File: src/rtl/regfile_wb_arbiter.sv
// Register-file write-port arbiter: merges single-cycle ALU results with queued long-latency results.
// Tracks a pending-destination mask for hazard stalls. Grant is combinational; FIFO pops and pushes take effect at the edge.
module regfile_wb_arbiter #(
  parameter int DEPTH        = 2,
  parameter int STARVE_LIMIT = 4
) (
  input  logic                     i_clk,
  input  logic                     i_reset,
  input  logic                     i_alu_wren,
  input  logic [4:0]               i_alu_rd,
  input  logic [31:0]              i_alu_data,
  output logic                     o_alu_stall,
  input  logic                     i_ll_valid,
  output logic                     o_ll_ready,
  input  logic [4:0]               i_ll_rd,
  input  logic [31:0]              i_ll_data,
  input  logic                     i_issue_valid,
  input  logic [4:0]               i_issue_rd,
  output logic                     o_issue_ready,
  input  logic [4:0]               i_rs1_addr,
  input  logic [4:0]               i_rs2_addr,
  output logic                     o_rs1_busy,
  output logic                     o_rs2_busy,
  output logic [4:0]               o_rd_addr,
  output logic [31:0]              o_rd_data,
  output logic                     o_rd_wren,
  output logic [$clog2(DEPTH):0]   o_ll_count
);

  localparam int AW = $clog2(DEPTH);
  localparam int CW = AW + 1;
  localparam int SW = $clog2(STARVE_LIMIT + 1);

  logic [4:0]    rd_mem_q   [DEPTH];
  logic [31:0]   data_mem_q [DEPTH];
  logic [AW-1:0] wptr_q, rptr_q;
  logic [CW-1:0] count_q, count_d;
  logic [SW-1:0] starve_q, starve_d;
  logic [31:0]   pend_q, pend_d;

  logic empty, full, alu_req, alu_block, force_ll, alu_win, pop, push, issue_acc;
  logic [4:0]  head_rd;
  logic [31:0] head_data;

  always_comb begin
    empty     = (count_q == '0);
    full      = (count_q == CW'(DEPTH));
    head_rd   = rd_mem_q[rptr_q];
    head_data = data_mem_q[rptr_q];
    // Gating with reset keeps the write port and stall quiet while in reset.
    alu_req   = i_reset && i_alu_wren && (i_alu_rd != 5'd0);
    alu_block = alu_req && pend_q[i_alu_rd];
    force_ll  = !empty && (starve_q == SW'(STARVE_LIMIT));
    alu_win   = alu_req && !alu_block && !force_ll;
    pop       = !alu_win && !empty;
    push      = i_ll_valid && !full;

    o_ll_ready    = !full;
    o_alu_stall   = alu_req && (alu_block || force_ll);
    o_issue_ready = !(i_issue_valid && pend_q[i_issue_rd]);
    issue_acc     = i_reset && i_issue_valid && o_issue_ready && (i_issue_rd != 5'd0);
    o_rs1_busy    = pend_q[i_rs1_addr];
    o_rs2_busy    = pend_q[i_rs2_addr];
    o_ll_count    = count_q;

    o_rd_wren = 1'b0;
    o_rd_addr = 5'd0;
    o_rd_data = 32'd0;
    if (alu_win) begin
      o_rd_wren = 1'b1;
      o_rd_addr = i_alu_rd;
      o_rd_data = i_alu_data;
    end else if (pop) begin
      o_rd_wren = (head_rd != 5'd0);
      o_rd_addr = head_rd;
      o_rd_data = head_data;
    end

    // Set after clear so a same-cycle issue to the retiring rd stays pending.
    pend_d = pend_q;
    if (pop)       pend_d[head_rd]    = 1'b0;
    if (issue_acc) pend_d[i_issue_rd] = 1'b1;
    pend_d[0] = 1'b0;

    count_d = count_q + CW'(push) - CW'(pop);

    starve_d = starve_q;
    if (empty || pop)
      starve_d = '0;
    else if (alu_win && (starve_q != SW'(STARVE_LIMIT)))
      starve_d = starve_q + SW'(1);
  end

  always_ff @(posedge i_clk or negedge i_reset) begin
    if (!i_reset) begin
      wptr_q   <= '0;
      rptr_q   <= '0;
      count_q  <= '0;
      starve_q <= '0;
      pend_q   <= '0;
    end else begin
      if (push) wptr_q <= wptr_q + AW'(1);
      if (pop)  rptr_q <= rptr_q + AW'(1);
      count_q  <= count_d;
      starve_q <= starve_d;
      pend_q   <= pend_d;
    end
  end

  always_ff @(posedge i_clk) begin
    if (push) begin
      rd_mem_q[wptr_q]   <= i_ll_rd;
      data_mem_q[wptr_q] <= i_ll_data;
    end
  end

endmodule

File: config.mk
export PLATFORM = sky130hd
export DESIGN_NAME = regfile_wb_arbiter
export DESIGN_NICKNAME = d
export VERILOG_FILES = /design/src/rtl/regfile_wb_arbiter.sv
export SDC_FILE = /design/constraint.sdc
export NUM_CORES = 1
export LEC_CHECK = 0
export CORE_MARGIN = 3
export CORE_UTILIZATION = 30
export CTS_BUF_LIST = sky130_fd_sc_hd__clkbuf_4
export DETAILED_ROUTE_END_ITERATION = 10
export GPL_ROUTABILITY_DRIVEN = 0
export PLACE_DENSITY = 0.53
export RECOVER_POWER = 50
export SYNTH_ARGS = -nofsm -noshare
export SYNTH_HDL_FRONTEND = slang
export SYNTH_SLANG_ARGS = --single-unit
File: constraint.sdc
create_clock -name i_clk -period 4.7 [get_ports i_clk]
set_input_delay 1.41 -clock i_clk [delete_from_list [all_inputs] [get_ports i_clk]]
set_output_delay 1.41 -clock i_clk [all_outputs]
set_load 0.05 [all_outputs]
### Yosys cells after proc, flatten, opt, wreduce, memory -nomap -nowiden

Memory sizes are Yosys's and may differ from the RTL's.
Index checks and enable logic that the tools add are counted.

* bits in registers: 38
* memory bits (writable): 74
* input bits: 94
* output and inout bits: 45
* memories: 2

* add/subtract/negate cells: 5
* order comparisons: 7
* equality and inequality tests: 3
* multiplexer cells: 24
* bitwise operators: 3
* reduce and logical (&&, ||, !) cells: 29

Memory list
* data_mem_q: words 2, bits a word 32, read ports 1, clocked after memory_dff 0, wr ports 1, line 35 `logic [31:0] data_mem_q [DEPTH];`
* rd_mem_q: words 2, bits a word 5, read ports 1, clocked after memory_dff 0, wr ports 1, line 34 `logic [4:0] rd_mem_q [DEPTH];`

Operators by type and width (count)
* 32-bit two-way mux: 4
* 32-bit AND: 1
* 32-bit NOT: 1
* 32-bit bitwise OR: 1
* 5-bit by 6-bit < comparator with 1-bit output, second input constant: 5
* 1-bit binary-select mux with 5-bit select: 4
* 1-bit logical AND: 16
* 5-bit nonzero test: 3
* 1-bit demux with 5-bit select: 2
* 5-bit by 1-bit greater-or-equal comparator with 1-bit output, second input constant: 2
* 1-bit two-way mux: 10
* 5-bit two-way mux: 2
* 1-bit logical NOT: 6
* 3-bit two-way mux: 2
* 3-bit by 1-bit adder with 3-bit output, second input constant: 1
* 3-bit equality test, second input constant: 1
* 3-bit != test, second input constant: 1
* 1-bit adder, second input constant: 2
* 2-bit by 1-bit adder with 2-bit output: 1
* 2-bit equality test, second input constant: 1
* 2-bit logical NOT: 1
* 1-bit logical OR: 2
* 2-bit nonzero test: 1
* 2-bit by 1-bit subtractor with 2-bit output: 1

### Longest topological paths before layout

Gate-level depths: netlist of run 1.

* depth in word-level cells: 11
* mapped depth: 12
* depth with buffers taken out: 11

### Worst setup path after synthesis of run 1

OpenSTA, ideal clock, no wires.

* path kind: input to output
* start point: input port i_alu_rd[0]
* end point: output port o_rd_data[17]
* arrival: 4.217 ns
* path slack: -0.927 ns
* cell stages on the path: 8
* buffers on the path: 3
* cells stage by stage: buf_2 > or4_1 > o211ai_1 > nor2b_1 > a21boi_2 > clkbuf_1 > clkbuf_1 > o31ai_1

* word-level cells in the longest chain between the ends: 10
* elaborated cells between the ends (all ways): 12
* those cells by class: mux (4); reduce/logical (8)

Ends and longest elaborated chain
* from (decl): line 10 `input logic [4:0] i_alu_rd,`
* 1-bit binary-select mux with 5-bit select / 5-bit nonzero test (equally long branches): line 52, 51
* 1-bit two-way mux (implied by the code) / 1-bit logical AND (equally long branches): line 52, 51
* 1-bit logical AND: line 52 `alu_block = alu_req && pend_q[i_alu_rd];`
* 1-bit logical NOT: line 54 `alu_win = alu_req && !alu_block && !force_ll;`
* 1-bit logical AND (*) (2 in series): line 54
* 1-bit logical NOT: line 55 `pop = !alu_win && !empty;`
* 1-bit logical AND: line 55
* 32-bit two-way mux: line 73 `end else if (pop) begin`
* 32-bit two-way mux (*): line 69 `if (alu_win) begin`
* to (decl): line 25 `output logic [31:0] o_rd_data,`

Every way passes the cells marked *; elsewhere a longest branch is shown, timed or not. The select of a mux whose other input is x is not followed.

### Final worst setup path of run 1

* start point: input port i_alu_rd[1]
* end point: output port o_rd_data[20]

Same word-level chain as after synthesis.

==> flow_summary.yaml, run 1 <==
place:
  postPlaceCellArea_mm2: 0.00917
  hpwl_mm: 14.7
  dp_cells: 921
  io_buffers: 138
route:
  first_pass_iters: 6
  first_iter_violations: 400
  via_per_inst: 5.31
  drt_wl_total_mm: 19.4
  vias: 5097
  wire_per_inst_um: 20.2
  detail-route-antenna-nets: 0
  drc_errors: 0
run:
  cap_viol_max_count: 2
min_path:
  hold_path_depth: 1
  min_from: "starve_q[0]$_DFFE_PN0P_"
  hold_end: "starve_q[0]$_DFFE_PN0P_"
  hold_path.class: "reg -> reg"
clock_tree:
  cts_buffer_depth: 2
  cts_hold_buf: 0
  root_buffer: "clkbuf_4"
  htreeDepth: 3
  clock_latency_ns: 0.48
  cts.clk_slew.worst_paths_ns: 0.16
  cts_tree: "yes"
  numCtsBuffers: 9
  clock_sinks: 112
power_and_ir_drop:
  peakVddDrop_uv: 376
  power_frac_seq_pct: 27.3
  p_sw_share_pct: 43.3
  power.leakage_uw: 0.00367
  power_uw: 5450
  combPwrFrac_pct: 62.9
  powerDensity_mw_per_mm2: 564
  p_clk_share_pct: 9.9
  p_int_uw: 3090
  p_sw_uw: 2360
setup_path:
  rr_worst_depth: 13
  path_class: "in -> out"
  end_kind: "output port"
  critPathArrivalTime_ns: 3.43
  cp.required_ns: 3.29
  cp-start-kind: "input port"
  path_max_fanout: 8
  r2r-end: "o_ll_count[1]$_DFF_PN0_"
  ff2ff_setup_slack_ns: 1.30
  crit-reg2reg-launch: "pend_q[17]$_DFF_PN0_"
global_route:
  antenna_found_initial: 9
  grt_max_degree: 40
  grt_pass1_wl_mm: 30.5
  grt.total_usage_pct: 17.5
  gr-total-overflow: 0
  grt_pass1_vias: 5478
synth:
  synth_warnings: 0
  synth_edf_count: 74
  synth_top_area_share_pct: 35.3
  syn_avg_cell_area_um2: 12.4
  ys.flop_type: "edfxtp_1"
  syn_nets: 604
  syn_area_mm2: 0.00629
  synth-seq-cells: 112
  synthTopCellsByArea: "edfxtp_1 (35%), dfrtp_1 (15%), mux4_2 (8.9%)"
  synth.largest_area_cell: "edfxtp_1"
  postSynth.asyncResetShare_pct: 33.9
  yosysUniqueCellTypes: 51
  ys_seq_area_share_pct: 50.4
  synthCells: 507
die:
  initial_core_util_pct: 30.8
  placementRows: 52
  fp.coreArea_mm2: 0.0204
  die_area_mm2: 0.0227
  ioPinCount: 139
  die_h_um: 151
  die_w_um: 151
timing:
  setup_viol: 37
  fmax_mhz: 207
  finalCriticalPeriod_ns: 4.84
  finalHoldViolations: 0
  skew_ns: 0.0105
  maxSlewHeadroom_pct: -49.2
  finalMaxSlewViolations: 78
  layout_setup_ws_ns: -0.138
  fin_setup_tns_ns: -3.41
  post-route-period-util_pct: 103
  rsz0062_at_grt: "true"
  tightestPinTransition_ns: 2.24
layout:
  syn2layout_area_growth_pct: 53.7
  layout_commonest_cell: "edfxtp_1"
  final_cell_mix: "edfxtp_1 (74), nand2_1 (70), buf_12 (49)"
  postLayoutCellArea_mm2: 0.00967
  nNetsFinal: 777
  stdcell_count: 959
  drive_gt1_share_pct: 32.4
outcome:
  status: "finished, violations left"
  violations: "max-capacitance violations, max-slew violations, negative setup slack"
-- flip-flops by register name (all words and copies together), names as in the netlist --
register	flops
rd_mem_q	10
pend_q	31
data_mem_q	64
o_ll_count	2
starve_q	3
wptr_q	1
rptr_q	1
-- synth_stat cells, types with 9 or more instances --
master    number
o221ai_2       9
mux2i_1       47
clkbuf_1      27
a221o_1        9
mux4_2        25
o31ai_1       48
edfxtp_1      74
and2_1         9
dfrtp_1       38
nand2_1       76
inv_1         28
-- power groups by stage --
| stage | Combinational (µW) | Clock, µW | Sequential [µW] |
|---|---|---|---|
| floorplan | 2050 | 0 | 1450 |
| CTS | 3470 | 549 | 1480 |
| detailed placement | 3420 | 0 | 1500 |
| global placement | 3390 | 0 | 1490 |
| global route | 3610 | 587 | 1520 |
| finish | 3430 | 538 | 1490 |
-- what timing repair did --
item,4_1_cts,5_1_grt
pin swaps,16,9
gates cloned,6,2
setup buffers,9,3
endpoints found under the setup margin,42,42
gates resized for setup,56,9
-- area by class of cell --
class | count | area (µm²)
repair buffers | 199 | 2490
well taps | 270 | 338
flip-flops and latches | 112 | 3170
diodes | 4 | 10.0
multi-input cells | 330 | 3390
clock buffers | 10 | 75.1
fillers | 1866 | 10800
clock inverters | 6 | 83.8
inverters | 28 | 105
-- per-stage QoR --
stage / utilization [%] / hold slack [ns] / setup slack [ns]
2_1_floorplan: - / 0.439 / -0.0486
3_3_place_gp: 44.9 / 0.450 / -0.498
3_5_place_dp: 44.9 / 0.470 / -0.559
4_1_cts: 47.0 / 0.491 / -0.191
5_1_grt: 47.3 / 0.496 / -0.193
6_report: 47.3 / 0.484 / -0.138
-- how the worst max path moves through the flow --
stage	startpoint	endpoint
6_report	i_alu_rd[1]	o_rd_data[20]
5_1_grt	i_alu_rd[1]	o_rd_data[21]
4_1_cts	i_alu_rd[1]	o_rd_addr[1]
3_5_place_dp	i_alu_rd[0]	o_rd_addr[0]
3_3_place_gp	i_alu_rd[0]	o_rd_addr[0]
2_1_floorplan	i_alu_rd[1]	o_rd_data[17]
-- logic make-up after synthesis --
family / synth area share [%]
AO/OA/AOI/OAI: 14.4
XOR/XNOR: 0.557
adder cells (fa/ha/maj): 0.597
buffers and inverters: 4.61
flip-flops: 50.4
multiplexers: 19.2
AND/OR/NAND/NOR: 10.2
-- per-layer routing --
| layer | vias to the layer above | wire length (µm) | track usage [%] |
|---|---|---|---|
| li1 | 2328 | - | - |
| met1 | 2488 | 7890 | 22.8 |
| met2 | 227 | 9190 | 27.4 |
| met3 | 44 | 1680 | 5.09 |
| met4 | 10 | 558 | 7.48 |
| met5 | - | 57 | 0 |
-- worst max-delay path, stage by stage --
cell and delay, ns:
buf_8 0.10, buf_8 0.13, mux2i_4 0.19, mux4_2 0.49
a22oi_2 0.22, a21boi_4 0.12, buf_12 0.17, clkbuf_16 0.18
o31ai_4 0.22, buf_12 0.17
Power figures use the tool's default switching activity.
==> inputs of run 2 (changes only) <==
Settings changed: CAP_MARGIN set to 20, GPL_TIMING_DRIVEN set to 1.
==> results of run 2 <==
Final layout, timing and power as in run 1 (identical DEF).
